==> src/rtl/hack_pkg.sv <==
// Shared types and constants for the multi-cycle Hack CPU: FSM states,
// instruction-register bit positions, jump codes and the jump decision.
package hack_pkg;

    typedef enum logic [2:0] {
        S_FETCH  = 3'd0,
        S_MREAD  = 3'd1,
        S_EXEC   = 3'd2,
        S_MWRITE = 3'd3,
        S_HALT   = 3'd4
    } state_e;

    localparam int IR_CI = 15;  // 1 = C-instruction
    localparam int IR_AM = 12;  // ALU y operand: 1 = M, 0 = A
    localparam int IR_ZX = 11;  // top of the six ALU control bits
    localparam int IR_NO = 6;   // bottom of the six ALU control bits
    localparam int IR_DA = 5;
    localparam int IR_DD = 4;
    localparam int IR_DM = 3;

    localparam logic [2:0] J_NULL = 3'b000;
    localparam logic [2:0] J_GT   = 3'b001;
    localparam logic [2:0] J_EQ   = 3'b010;
    localparam logic [2:0] J_GE   = 3'b011;
    localparam logic [2:0] J_LT   = 3'b100;
    localparam logic [2:0] J_NE   = 3'b101;
    localparam logic [2:0] J_LE   = 3'b110;
    localparam logic [2:0] J_MP   = 3'b111;

    function automatic logic jump_taken(input logic [2:0] jmp, input logic zr, input logic ng);
        logic take;
        take = 1'b0;
        case (jmp)
            J_GT:    take = !zr && !ng;
            J_EQ:    take = zr;
            J_GE:    take = !ng;
            J_LT:    take = ng;
            J_NE:    take = !zr;
            J_LE:    take = zr || ng;
            J_MP:    take = 1'b1;
            default: take = 1'b0;
        endcase
        return take;
    endfunction

endpackage

==> src/rtl/hack_alu_p.sv <==
// Combinational Hack ALU (zx,nx,zy,ny,f,no) with zero/negative flags.
// Zero latency; no handshake.
module hack_alu_p #(
    parameter int DATA_W = 16
) (
    input  logic [DATA_W-1:0] x_i,
    input  logic [DATA_W-1:0] y_i,
    input  logic [5:0]        ctrl_i,
    output logic [DATA_W-1:0] res_o,
    output logic              zr_o,
    output logic              ng_o
);

    logic [DATA_W-1:0] xs;
    logic [DATA_W-1:0] ys;
    logic [DATA_W-1:0] r;

    always_comb begin
        xs = ctrl_i[5] ? '0 : x_i;
        if (ctrl_i[4]) xs = ~xs;
        ys = ctrl_i[3] ? '0 : y_i;
        if (ctrl_i[2]) ys = ~ys;
        r = ctrl_i[1] ? (xs + ys) : (xs & ys);
        if (ctrl_i[0]) r = ~r;
    end

    assign res_o = r;
    assign zr_o  = (r == '0);
    assign ng_o  = r[DATA_W-1];

endmodule

==> src/rtl/hack_cpu_mc.sv <==
// Multi-cycle Hack CPU: FETCH -> [MREAD] -> EXEC -> [MWRITE], 2..4 states per instruction.
// Every memory request is held with stable address/data until its ack; acks are otherwise ignored.
module hack_cpu_mc #(
    parameter int DATA_W = 16,
    parameter int ADDR_W = 15
) (
    input  logic              clk,
    input  logic              reset_n,
    input  logic              hlt,
    output logic              imem_req,
    output logic [ADDR_W-1:0] imem_addr,
    input  logic              imem_ack,
    input  logic [DATA_W-1:0] imem_data,
    output logic              dmem_rd_req,
    output logic              dmem_wr_req,
    output logic [ADDR_W-1:0] dmem_addr,
    output logic [DATA_W-1:0] dmem_wdata,
    input  logic [DATA_W-1:0] dmem_rdata,
    input  logic              dmem_ack,
    output logic [ADDR_W-1:0] pc,
    output logic              halted
);
    import hack_pkg::*;

    state_e            state_q, state_d;
    logic [ADDR_W-1:0] pc_q, pc_d, daddr_q, daddr_d;
    logic [DATA_W-1:0] a_q, a_d, d_q, d_d, ir_q, ir_d, mdr_q, mdr_d, wdata_q, wdata_d;
    logic              freq_q, freq_d;
    logic [DATA_W-1:0] alu_res;
    logic              alu_zr, alu_ng;
    logic [ADDR_W-1:0] pc_inc;

    hack_alu_p #(.DATA_W(DATA_W)) u_alu (
        .x_i    (d_q),
        .y_i    (ir_q[IR_AM] ? mdr_q : a_q),
        .ctrl_i (ir_q[IR_ZX:IR_NO]),
        .res_o  (alu_res),
        .zr_o   (alu_zr),
        .ng_o   (alu_ng)
    );

    assign pc_inc = pc_q + ADDR_W'(1);

    always_comb begin
        state_d     = state_q;
        pc_d        = pc_q;
        a_d         = a_q;
        d_d         = d_q;
        ir_d        = ir_q;
        mdr_d       = mdr_q;
        daddr_d     = daddr_q;
        wdata_d     = wdata_q;
        freq_d      = freq_q;
        imem_req    = 1'b0;
        dmem_rd_req = 1'b0;
        dmem_wr_req = 1'b0;
        unique case (state_q)
            S_FETCH: begin
                // hlt only counts before the fetch request has gone out
                if (!freq_q && hlt) begin
                    state_d = S_HALT;
                end else begin
                    imem_req = reset_n;
                    freq_d   = 1'b1;
                    if (imem_ack) begin
                        ir_d   = imem_data;
                        freq_d = 1'b0;
                        if (imem_data[IR_CI] && imem_data[IR_AM]) begin
                            daddr_d = a_q[ADDR_W-1:0];
                            state_d = S_MREAD;
                        end else begin
                            state_d = S_EXEC;
                        end
                    end
                end
            end
            S_MREAD: begin
                dmem_rd_req = 1'b1;
                if (dmem_ack) begin
                    mdr_d   = dmem_rdata;
                    state_d = S_EXEC;
                end
            end
            S_EXEC: begin
                pc_d    = pc_inc;
                state_d = S_FETCH;
                if (!ir_q[IR_CI]) begin
                    a_d = DATA_W'(ir_q[IR_CI-1:0]);
                end else begin
                    if (ir_q[IR_DA]) a_d = alu_res;
                    if (ir_q[IR_DD]) d_d = alu_res;
                    // jump target and write address both use A from before this update
                    if (jump_taken(ir_q[2:0], alu_zr, alu_ng)) pc_d = a_q[ADDR_W-1:0];
                    if (ir_q[IR_DM]) begin
                        daddr_d = a_q[ADDR_W-1:0];
                        wdata_d = alu_res;
                        state_d = S_MWRITE;
                    end
                end
            end
            S_MWRITE: begin
                dmem_wr_req = 1'b1;
                if (dmem_ack) state_d = S_FETCH;
            end
            S_HALT: begin
                if (!hlt) state_d = S_FETCH;
            end
            default: state_d = S_FETCH;
        endcase
    end

    always_ff @(posedge clk or negedge reset_n) begin
        if (!reset_n) begin
            state_q <= S_FETCH;
            pc_q    <= '0;
            a_q     <= '0;
            d_q     <= '0;
            ir_q    <= '0;
            mdr_q   <= '0;
            daddr_q <= '0;
            wdata_q <= '0;
            freq_q  <= 1'b0;
        end else begin
            state_q <= state_d;
            pc_q    <= pc_d;
            a_q     <= a_d;
            d_q     <= d_d;
            ir_q    <= ir_d;
            mdr_q   <= mdr_d;
            daddr_q <= daddr_d;
            wdata_q <= wdata_d;
            freq_q  <= freq_d;
        end
    end

    assign imem_addr  = pc_q;
    assign dmem_addr  = daddr_q;
    assign dmem_wdata = wdata_q;
    assign pc         = pc_q;
    assign halted     = (state_q == S_HALT);

endmodule
==> config.mk <==
export PLATFORM = sky130hd
export DESIGN_NAME = hack_cpu_mc
export DESIGN_NICKNAME = d
export VERILOG_FILES = /design/src/rtl/hack_pkg.sv /design/src/rtl/hack_alu_p.sv /design/src/rtl/hack_cpu_mc.sv
export SDC_FILE = /design/constraint.sdc
export NUM_CORES = 1
export LEC_CHECK = 0
export BUFFER_PORTS_ARGS = -buffer_cell sky130_fd_sc_hd__buf_2
export CORE_MARGIN = 1
export CORE_UTILIZATION = 40
export CTS_CLUSTER_DIAMETER = 40
export DETAILED_ROUTE_END_ITERATION = 7
export PLACE_DENSITY_LB_ADDON = 0.1
export SYNTH_ARGS = -nofsm -noshare
export SYNTH_HDL_FRONTEND = slang
export SYNTH_SLANG_ARGS = --single-unit
export TNS_END_PERCENT = 10
==> constraint.sdc <==
create_clock -name clk -period 4.9 [get_ports clk]
set_input_delay 0.735 -clock clk [delete_from_list [all_inputs] [get_ports clk]]
set_output_delay 0.735 -clock clk [all_outputs]
set_load 0.02 [all_outputs]
Word level (Yosys, flattened, before mapping) --
Index checks and enable logic that the tools add are counted.
Word-level totals: bits in registers 114, input bits 37, output and inout port bits 65
Operators by class: add/subtract/negate cells 2, equality and inequality tests 21, multiplexer cells 34, bitwise gates (word level) 5, reduce and logical (&&, ||, !) cells 18
Operator list (number):
- $mux W16 | 9
- $mux W15 | 7
- $not A16 Y16 | 3
- $pmux W15 S2 | 1
- $ne A2 B2 Y1 const B | 9
- $add A16 B16 Y16 | 1
- $and A16 B16 Y16 | 1
- $logic_not A16 Y1 | 1
- $add A15 B1 Y15 const B | 1
- $eq A3 B3 Y1 const B | 5
- $mux W3 | 5
- $pmux W3 S5 | 1
- $eq A3 B2 Y1 const B | 4
- $reduce_and A3 Y1 | 3
- $mux W1 | 7
- $pmux W1 S7 | 1
- $eq A3 B1 Y1 const B | 2
- $mux W2 | 3
- $reduce_and A2 Y1 | 3
- $reduce_and A6 Y1 | 1
- $reduce_and A4 Y1 | 1
- $logic_and A1 B1 Y1 | 3
- $logic_not A1 Y1 | 3
- $logic_not A3 Y1 | 1
- other kinds (4) | 4

Depth between registers and ports, before layout --
Gate-level depths: netlist of the first run.
depth in word-level cells 16, depth in mapped cells 18, gate-level depth less buffers 15

Cells and area by module --
Synthesis of the first run repeated with hierarchy kept, for this count alone.
Second synthesis, totals: cell total of the unflattened synthesis 659, area, all modules 6979.2 sq um
Modules (own cells, without submodules):
- hack_cpu_mc | times used 1, cells each 424, area an instance 5227.5 sq um, sequential area each 2852.7 sq um
- hack_alu_p | times used 1, cells each 235, area an instance 1751.7 sq um, sequential area each 0.0 sq um

Least setup slack after synthesis of the first run --
No wires, ideal clock.
path kind reg-to-reg, from register ir_q[12], to register pc_q[7], in the netlist imem_addr[7], setup time 0.130 ns, data arrival time 4.031 ns, data required time 4.770 ns, setup slack 0.739 ns, cell stages (with the launch flop) 18, path buffers 3, period minus slack after synthesis 4.161 ns, cell sequence dfrtp_1 > clkbuf_1 > clkbuf_1 > mux2i_1 > nor2_1 > xor2_1 > ha_1 > and3_1 > or2_1 > a2bb2oi_1 > nor4_2 > nand4_1 > nor4_4 > o2111ai_2 > o211a_4 > buf_12 > o22ai_2 > o211ai_2
Between the ends: cells in the longest elaborated chain, start to end 16, elaborated cells on any way between the ends 19, those cells by class add/sub: 1; mux: 10; bitwise: 3; reduce/logical: 5
RTL lines:
- start: declaration | RTL line hack_cpu_mc.sv:27 | logic [DATA_W-1:0] a_q, a_d, d_q, d_d, ir_q, ir_d, mdr_q, mdr_d, wdata_q, wdata_d;
- start signal: assignment | RTL line hack_cpu_mc.sv:128 | ir_q <= ir_d;
- $mux W16 (*) | RTL line hack_cpu_mc.sv:35 | .y_i (ir_q[IR_AM] ? mdr_q : a_q),
- $mux W16 (*) | RTL line hack_alu_p.sv:21 | ys = ctrl_i[3] ? '0 : y_i;
- $not A16 Y16 | RTL line hack_alu_p.sv:22 | if (ctrl_i[2]) ys = ~ys;
- $mux W16 (*) | RTL line hack_alu_p.sv:22
- $add A16 B16 Y16 / $and A16 B16 Y16 (equally long branches) | RTL line hack_alu_p.sv:23 | r = ctrl_i[1] ? (xs + ys) : (xs & ys);
- $mux W16 (*) | RTL line hack_alu_p.sv:23
- $not A16 Y16 | RTL line hack_alu_p.sv:24 | if (ctrl_i[0]) r = ~r;
- $mux W16 (*) | RTL line hack_alu_p.sv:24
- $logic_not A16 Y1 | RTL line hack_alu_p.sv:28 | assign zr_o = (r == '0);
- $logic_not A1 Y1 | RTL line hack_pkg.sv:34, hack_pkg.sv:38
- $logic_and A1 B1 Y1 | RTL line hack_pkg.sv:34 | J_GT: take = !zr && !ng;
- $pmux W1 S7 (*) | RTL line hack_pkg.sv:33 | case (jmp)
- $mux W1 (*) | RTL line hack_cpu_mc.sv:87 | if (!ir_q[IR_CI]) begin
- $mux W1 (*) | RTL line hack_cpu_mc.sv:57 | unique case (state_q)
- $mux W15 (*) | RTL line hack_cpu_mc.sv:93 | if (jump_taken(ir_q[2:0], alu_zr, alu_ng)) pc_d = a_q[ADDR_W-1:0];
- $mux W15 (*) | RTL line hack_cpu_mc.sv:87
- end signal: assignment | RTL line hack_cpu_mc.sv:125 | pc_q <= pc_d;
- end: declaration | RTL line hack_cpu_mc.sv:26 | logic [ADDR_W-1:0] pc_q, pc_d, daddr_q, daddr_d;
Every way passes the cells marked *; elsewhere a longest branch is shown, timed or not. The select of a mux whose other input is x is not followed. A chain may end at the register's enable or synchronous reset.

Worst setup path after layout of the first run --
from register ir_q[12], to register pc_q[3], in the netlist imem_addr[3]
The elaborated chain is that of the path after synthesis.

==> out/metrics.cfg, run 1 <==
[floorplanning]
io_pins=102
start_util=0.4091
fp.dieArea_sq_mm=0.01898
die_w_um=137.8
num_rows=49
core_sq_mm=0.01802
die_h_um=137.8

[cts]
clk_pin_slew_ns=0.05
ctsResizeCount=0
cts_buffer_depth=2
cts_tree=built
postCtsSetupBuffers=0
hold_buffers=0
numCtsBuffers=17
clk-insertion-delay-late_ns=0.41
root_buffer=clkbuf_16
htreeDepth=4
clkSinkCount=114

[placed_design]
gp_congestion=0.9288
placed_cells=1043
dpl_cell_area_sq_mm=0.007979
post-dp-hpwl_mm=14.99
port_buffers=101

[timing]
hold_viol_final=0
drv_slew=0
max_freq_mhz=222.0
clock_skew_ns=0.01309
min_period_ns=4.505
setup_viol=0
rsz0062_at_grt=false
setup_tns_ns=0
worst_pin_slew_ns=1.010
period_share=0.9195
hold_slack_ns=0.3780
slew_headroom=0.3250

[setup_path]
end_kind=register
r2r_setup_slack_ns=0.39
arrival_ns=4.81
r2r_end=imem_addr[3]
crit_type=reg2reg
endpoint=imem_addr[3]
worst-path-max-fanout=14
crit_family=simple AND/OR/NAND/NOR gates
path_depth=15
reg2reg_from=ir_q[12]
critPathBufInv=0
ff2ff_path_depth=15
crit_required_ns=5.20
crit_chain=mux2i_1 > nor2_1 > xor2_1 > ha_1 > fa_1 > a21oi_1 > mux2_2 > and3_1 > nor4b_1 > nand4_1 > nor4_4 > o2111ai_2 > o211ai_2 > nand2_2 > o311ai_1
cp_slowest_cell=dfrtp_1
cp-start-kind=register
crit_path_max_incr_delay_ns=0.52
startpoint=ir_q[12]

[detailed_routing]
drtIter0Drc=419
drc_errors=0
drt-total-wl_mm=20.48
vias=5989
wl_per_cell_um=19.07
ant_nets=0
viasPerCell=5.576
first_pass_iters=5

[layout]
diodes=0
finalNonFillerCells=1074
fin_nets=888
syn_to_final_growth_pct=16.02
layout_common_cells=114 x dfrtp_1, 100 x buf_2, 86 x nand2_1
final_common_cell=dfrtp_1
layout-drive-gt1-share=0.3041
final_area_sq_mm=0.008554
fill_cells=1732

[logic_synthesis]
synth_fa_ha_area_frac=0.03156
synth_flop_cell=dfrtp_1
async_flop_share=1.000
synth_edf_count=0
syn_inst=754
synth-seq-area-share=0.3869
syn_avg_cell_area_sq_um=9.779
synth_top_family_by_area=simple AND/OR/NAND/NOR gates
synthMuxAreaShare=0.1329
synth_area_sq_mm=0.007373
synthSimpleGateAreaFrac=0.1880
synth_xor_area_frac=0.05685
yosysWarningCount=0
synth_nets=809
synth_seq_cells=114
ys_types=80
synth_compound_area_frac=0.1522

[global_routing]
overflow=0
antenna_found_initial=0
grt_pass1_vias=5783
grt_use_total=0.2250
grt_first_pass_wirelength_mm=31.90
grt_max_degree=61

[worst_hold_path]
hp-class=in2async

[flow_run]
maxCapViolCount=0

[outcome]
outcome=complete, no violations

through the flow:
stage	utilization	setup slack (ns)
4_1_cts	0.4746	0.4459
3_5_place_dp	0.4427	0.4840
6_report	0.4746	0.3947
2_1_floorplan	-	0.7389
5_1_grt	0.4746	0.1889
3_3_place_gp	0.4427	0.5743
cells in the mapped netlist, types with 10 or more instances:
master | count | area [sq um]
nor2b_1 | 18 | 112.6
nand3_1 | 23 | 115.1
nand2b_1 | 23 | 143.9
and2_1 | 12 | 75.07
buf_4 | 16 | 120.1
mux2i_1 | 27 | 270.3
nand2_1 | 86 | 322.8
nand4_1 | 12 | 75.07
o211ai_2 | 12 | 150.1
a21oi_1 | 14 | 70.07
mux2_2 | 63 | 709.4
clkbuf_1 | 28 | 105.1
xor2_1 | 21 | 183.9
nor3_1 | 14 | 70.07
nor2_1 | 38 | 142.6
o21ai_0 | 38 | 190.2
inv_1 | 12 | 45.04
ha_1 | 17 | 212.7
xnor2_1 | 25 | 219.0
dfrtp_1 | 114 | 2853
o22ai_2 | 10 | 125.1
logic make-up after synthesis:
family | after synthesis
compound gates | 143
mux | 90
flops | 114
xor+xnor | 47
buf+inv | 73
simple gates | 269
fa+ha+maj | 18
worst min path at each step:
stage / startpoint / end / cells past startpoint
floorplan: reset_n / a_q[0] / 0
global placement: dmem_wdata[2] / dmem_wdata[2] / 2
detailed placement: dmem_wdata[4] / dmem_wdata[4] / 2
CTS: reset_n / dmem_wdata[8] / 1
global route: reset_n / dmem_wdata[8] / 1
finish: reset_n / dmem_wdata[8] / 1
routing by layer:
layer	up-vias	track usage	part of all wire
li1	2833	-	-
met1	2937	0.3103	0.47
met2	189	0.3613	0.47
met3	30	0.03642	0.047
met4	0	0.06522	0.016
met5	-	0	0
state kept, by name, summed over array words and instances (netlist names):
| register | flops |
|---|---|
| a_q | 16 |
| d_q | 16 |
| dmem_wdata | 16 |
| ir_q | 16 |
| mdr_q | 16 |
| dmem_addr | 15 |
| imem_addr | 15 |
| state_q | 3 |
| freq_q | 1 |
area by class of cell:
class	instances	area (sq um)	area share
repair buffers	120	650.6	0.07606
inverters	13	48.80	0.005704
clock buffers	20	436.7	0.05105
multi-input cells	567	4140	0.4840
flip-flops and latches	114	2853	0.3335
well taps	229	286.5	0.03349
clock inverters	11	138.9	0.01624
Power of run 1 is left out: the tool's default activity adds up to more than one toggle a clock period on the data nets, which glitch-free logic cannot reach.
==> run 2: changes to the inputs <==
--- a/config.mk
+++ b/config.mk
@@ -7,10 +7,11 @@
 export LEC_CHECK = 0
 export BUFFER_PORTS_ARGS = -buffer_cell sky130_fd_sc_hd__buf_2
 export CORE_MARGIN = 1
-export CORE_UTILIZATION = 40
+export CORE_UTILIZATION = 59
 export CTS_CLUSTER_DIAMETER = 40
 export DETAILED_ROUTE_END_ITERATION = 7
 export PLACE_DENSITY_LB_ADDON = 0.1
+export RECOVER_POWER = 25
 export SYNTH_ARGS = -nofsm -noshare
 export SYNTH_HDL_FRONTEND = slang
 export SYNTH_SLANG_ARGS = --single-unit
==> constraint.sdc (replaced) <==
create_clock -name clk -period 4.9 [get_ports clk]
set_input_delay 0.735 -clock clk [delete_from_list [all_inputs] [get_ports clk]]
set_output_delay 0.735 -clock clk [all_outputs]
set_load 0.1 [all_outputs]
==> out/metrics.cfg, run 2 (synthesized netlist as in run 1, its figures left out) <==
[cts]
clk_pin_slew_ns=0.06
clk-insertion-delay-late_ns=0.42
cts_buffer_depth=2
numCtsBuffers=17
hold_buffers=0
cts_tree=built
root_buffer=clkbuf_16
clkSinkCount=114
htreeDepth=4
ctsResizeCount=0
postCtsSetupBuffers=0

[worst_hold_path]
min_path_cells=2
worstHoldStart=d_q[2]
hp-class=reg2reg
hold_end=d_q[2]

[floorplanning]
fp.dieArea_sq_mm=0.01295
io_pins=102
die_w_um=113.8
core_sq_mm=0.01211
die_h_um=113.8
num_rows=40
start_util=0.6088

[setup_path]
crit_chain=buf_4 > mux2i_1 > nor2_1 > xor2_1 > ha_1 > and3_1 > or2_1 > a2bb2oi_1 > nor4_2 > nand4_1 > nor4_4 > o2111ai_2 > o211ai_2 > nand2_2 > o311ai_1
r2r_setup_slack_ns=0.39
crit_path_max_incr_delay_ns=0.57
cp-start-kind=register
ff2ff_path_depth=15
crit_type=reg2reg
end_kind=register
worst-path-max-fanout=14
r2r_end=imem_addr[3]
crit_family=simple AND/OR/NAND/NOR gates
crit_required_ns=5.21
arrival_ns=4.82
cp_slowest_cell=nor4_2
critPathBufInv=1
reg2reg_from=ir_q[12]

[layout]
layout-drive-gt1-share=0.3049
fin_nets=885
finalNonFillerCells=1011
layout_common_cells=114 x dfrtp_1, 100 x buf_2, 86 x nand2_1
syn_to_final_growth_pct=14.53
diodes=0
final_common_cell=dfrtp_1

[detailed_routing]
vias=5993
first_pass_iters=5
viasPerCell=5.928
drt-total-wl_mm=18.88
wl_per_cell_um=18.67
ant_nets=0
drc_errors=0
drtIter0Drc=404

[timing]
setup_tns_ns=0
hold_viol_final=0
period_share=0.9204
rsz0062_at_grt=false
drv_slew=118
clock_skew_ns=0.006635
worst_pin_slew_ns=2.812
setup_viol=0
min_period_ns=4.510
max_freq_mhz=221.7
slew_headroom=-0.8749

[global_routing]
grt_use_total=0.3062
grt_pass1_vias=5787
grt_max_degree=66
overflow=0
antenna_found_initial=0
grt_first_pass_wirelength_mm=30.02

[outcome]
outcome=finished with violations
failed_checks=max-capacitance violations, max-slew violations

[placed_design]
port_buffers=101
placed_cells=979
post-dp-hpwl_mm=13.38
gp_congestion=0.8973

[flow_run]
maxCapViolCount=2

[run 2: cell types whose count changed in the layout (fill, tap and decap cells not counted), moves of 2 or more]
cell	previous run	this run
inv_6	0	3
buf_4	20	15
clkinv_2	5	3
bufinv_16	3	1
clkinv_4	1	3
clkbuf_1	3	1
[run 2: final cells by class]
cell class                 instances  area, sq um
multi-input combinational        567         4140
fill                             949         3667
sequential                       114         2853
timing repair buffer             117        621.8
clock buffer                      18        439.2
tap                              168        210.2
clock inverter                    14        131.4
inverter                          13        48.80
[run 2: per-stage QoR]
stage               cell area (sq um)  hold slack (ns)  utilization  setup WS [ns]
floorplan                        7373           0.4394            -         0.7360
global placement                 7880           0.4638       0.6506         0.6205
detailed placement               7880           0.4708       0.6506         0.4869
CTS                              8451           0.3433       0.6977         0.4547
global route                     8444           0.5130       0.6972        0.08190
finish                           8444           0.4824       0.6972         0.3902
[run 2: how the worst max path moves through the flow]
| stage | cells past startpoint | slack, ns | endpoint | from |
|---|---|---|---|---|
| after floorplan | 17 | 0.74 | imem_addr[7] | ir_q[12] |
| after global placement | 15 | 0.62 | imem_addr[3] | ir_q[12] |
| after CTS | 15 | 0.45 | imem_addr[3] | ir_q[12] |
| after global routing | 15 | 0.08 | imem_addr[3] | ir_q[12] |
| final | 15 | 0.39 | imem_addr[3] | ir_q[12] |
| after detailed placement | 15 | 0.49 | imem_addr[3] | ir_q[12] |
[run 2: worst reg2reg max path, delay by kind of cell, from the launching register on]
kind	cells	cell delay (ns)
buffers and inverters	1	0.30
DFF	1	0.49
and+or+nand+nor	7	2.02
AOI/OAI and AO/OA	4	0.88
adders and majority gates	1	0.28
muxes	1	0.25
xor gates and xnor gates	1	0.18
[run 2: layer usage]
| layer | vias to the layer above | track usage | share of wire |
|---|---|---|---|
| li1 | 2829 | - | - |
| met5 | - | 0 | 0 |
| met1 | 2917 | 0.4087 | 0.45 |
| met4 | 0 | 0.1160 | 0.027 |
| met3 | 39 | 0.07014 | 0.052 |
| met2 | 208 | 0.4878 | 0.47 |
Power of run 2 is left out for the same reason.
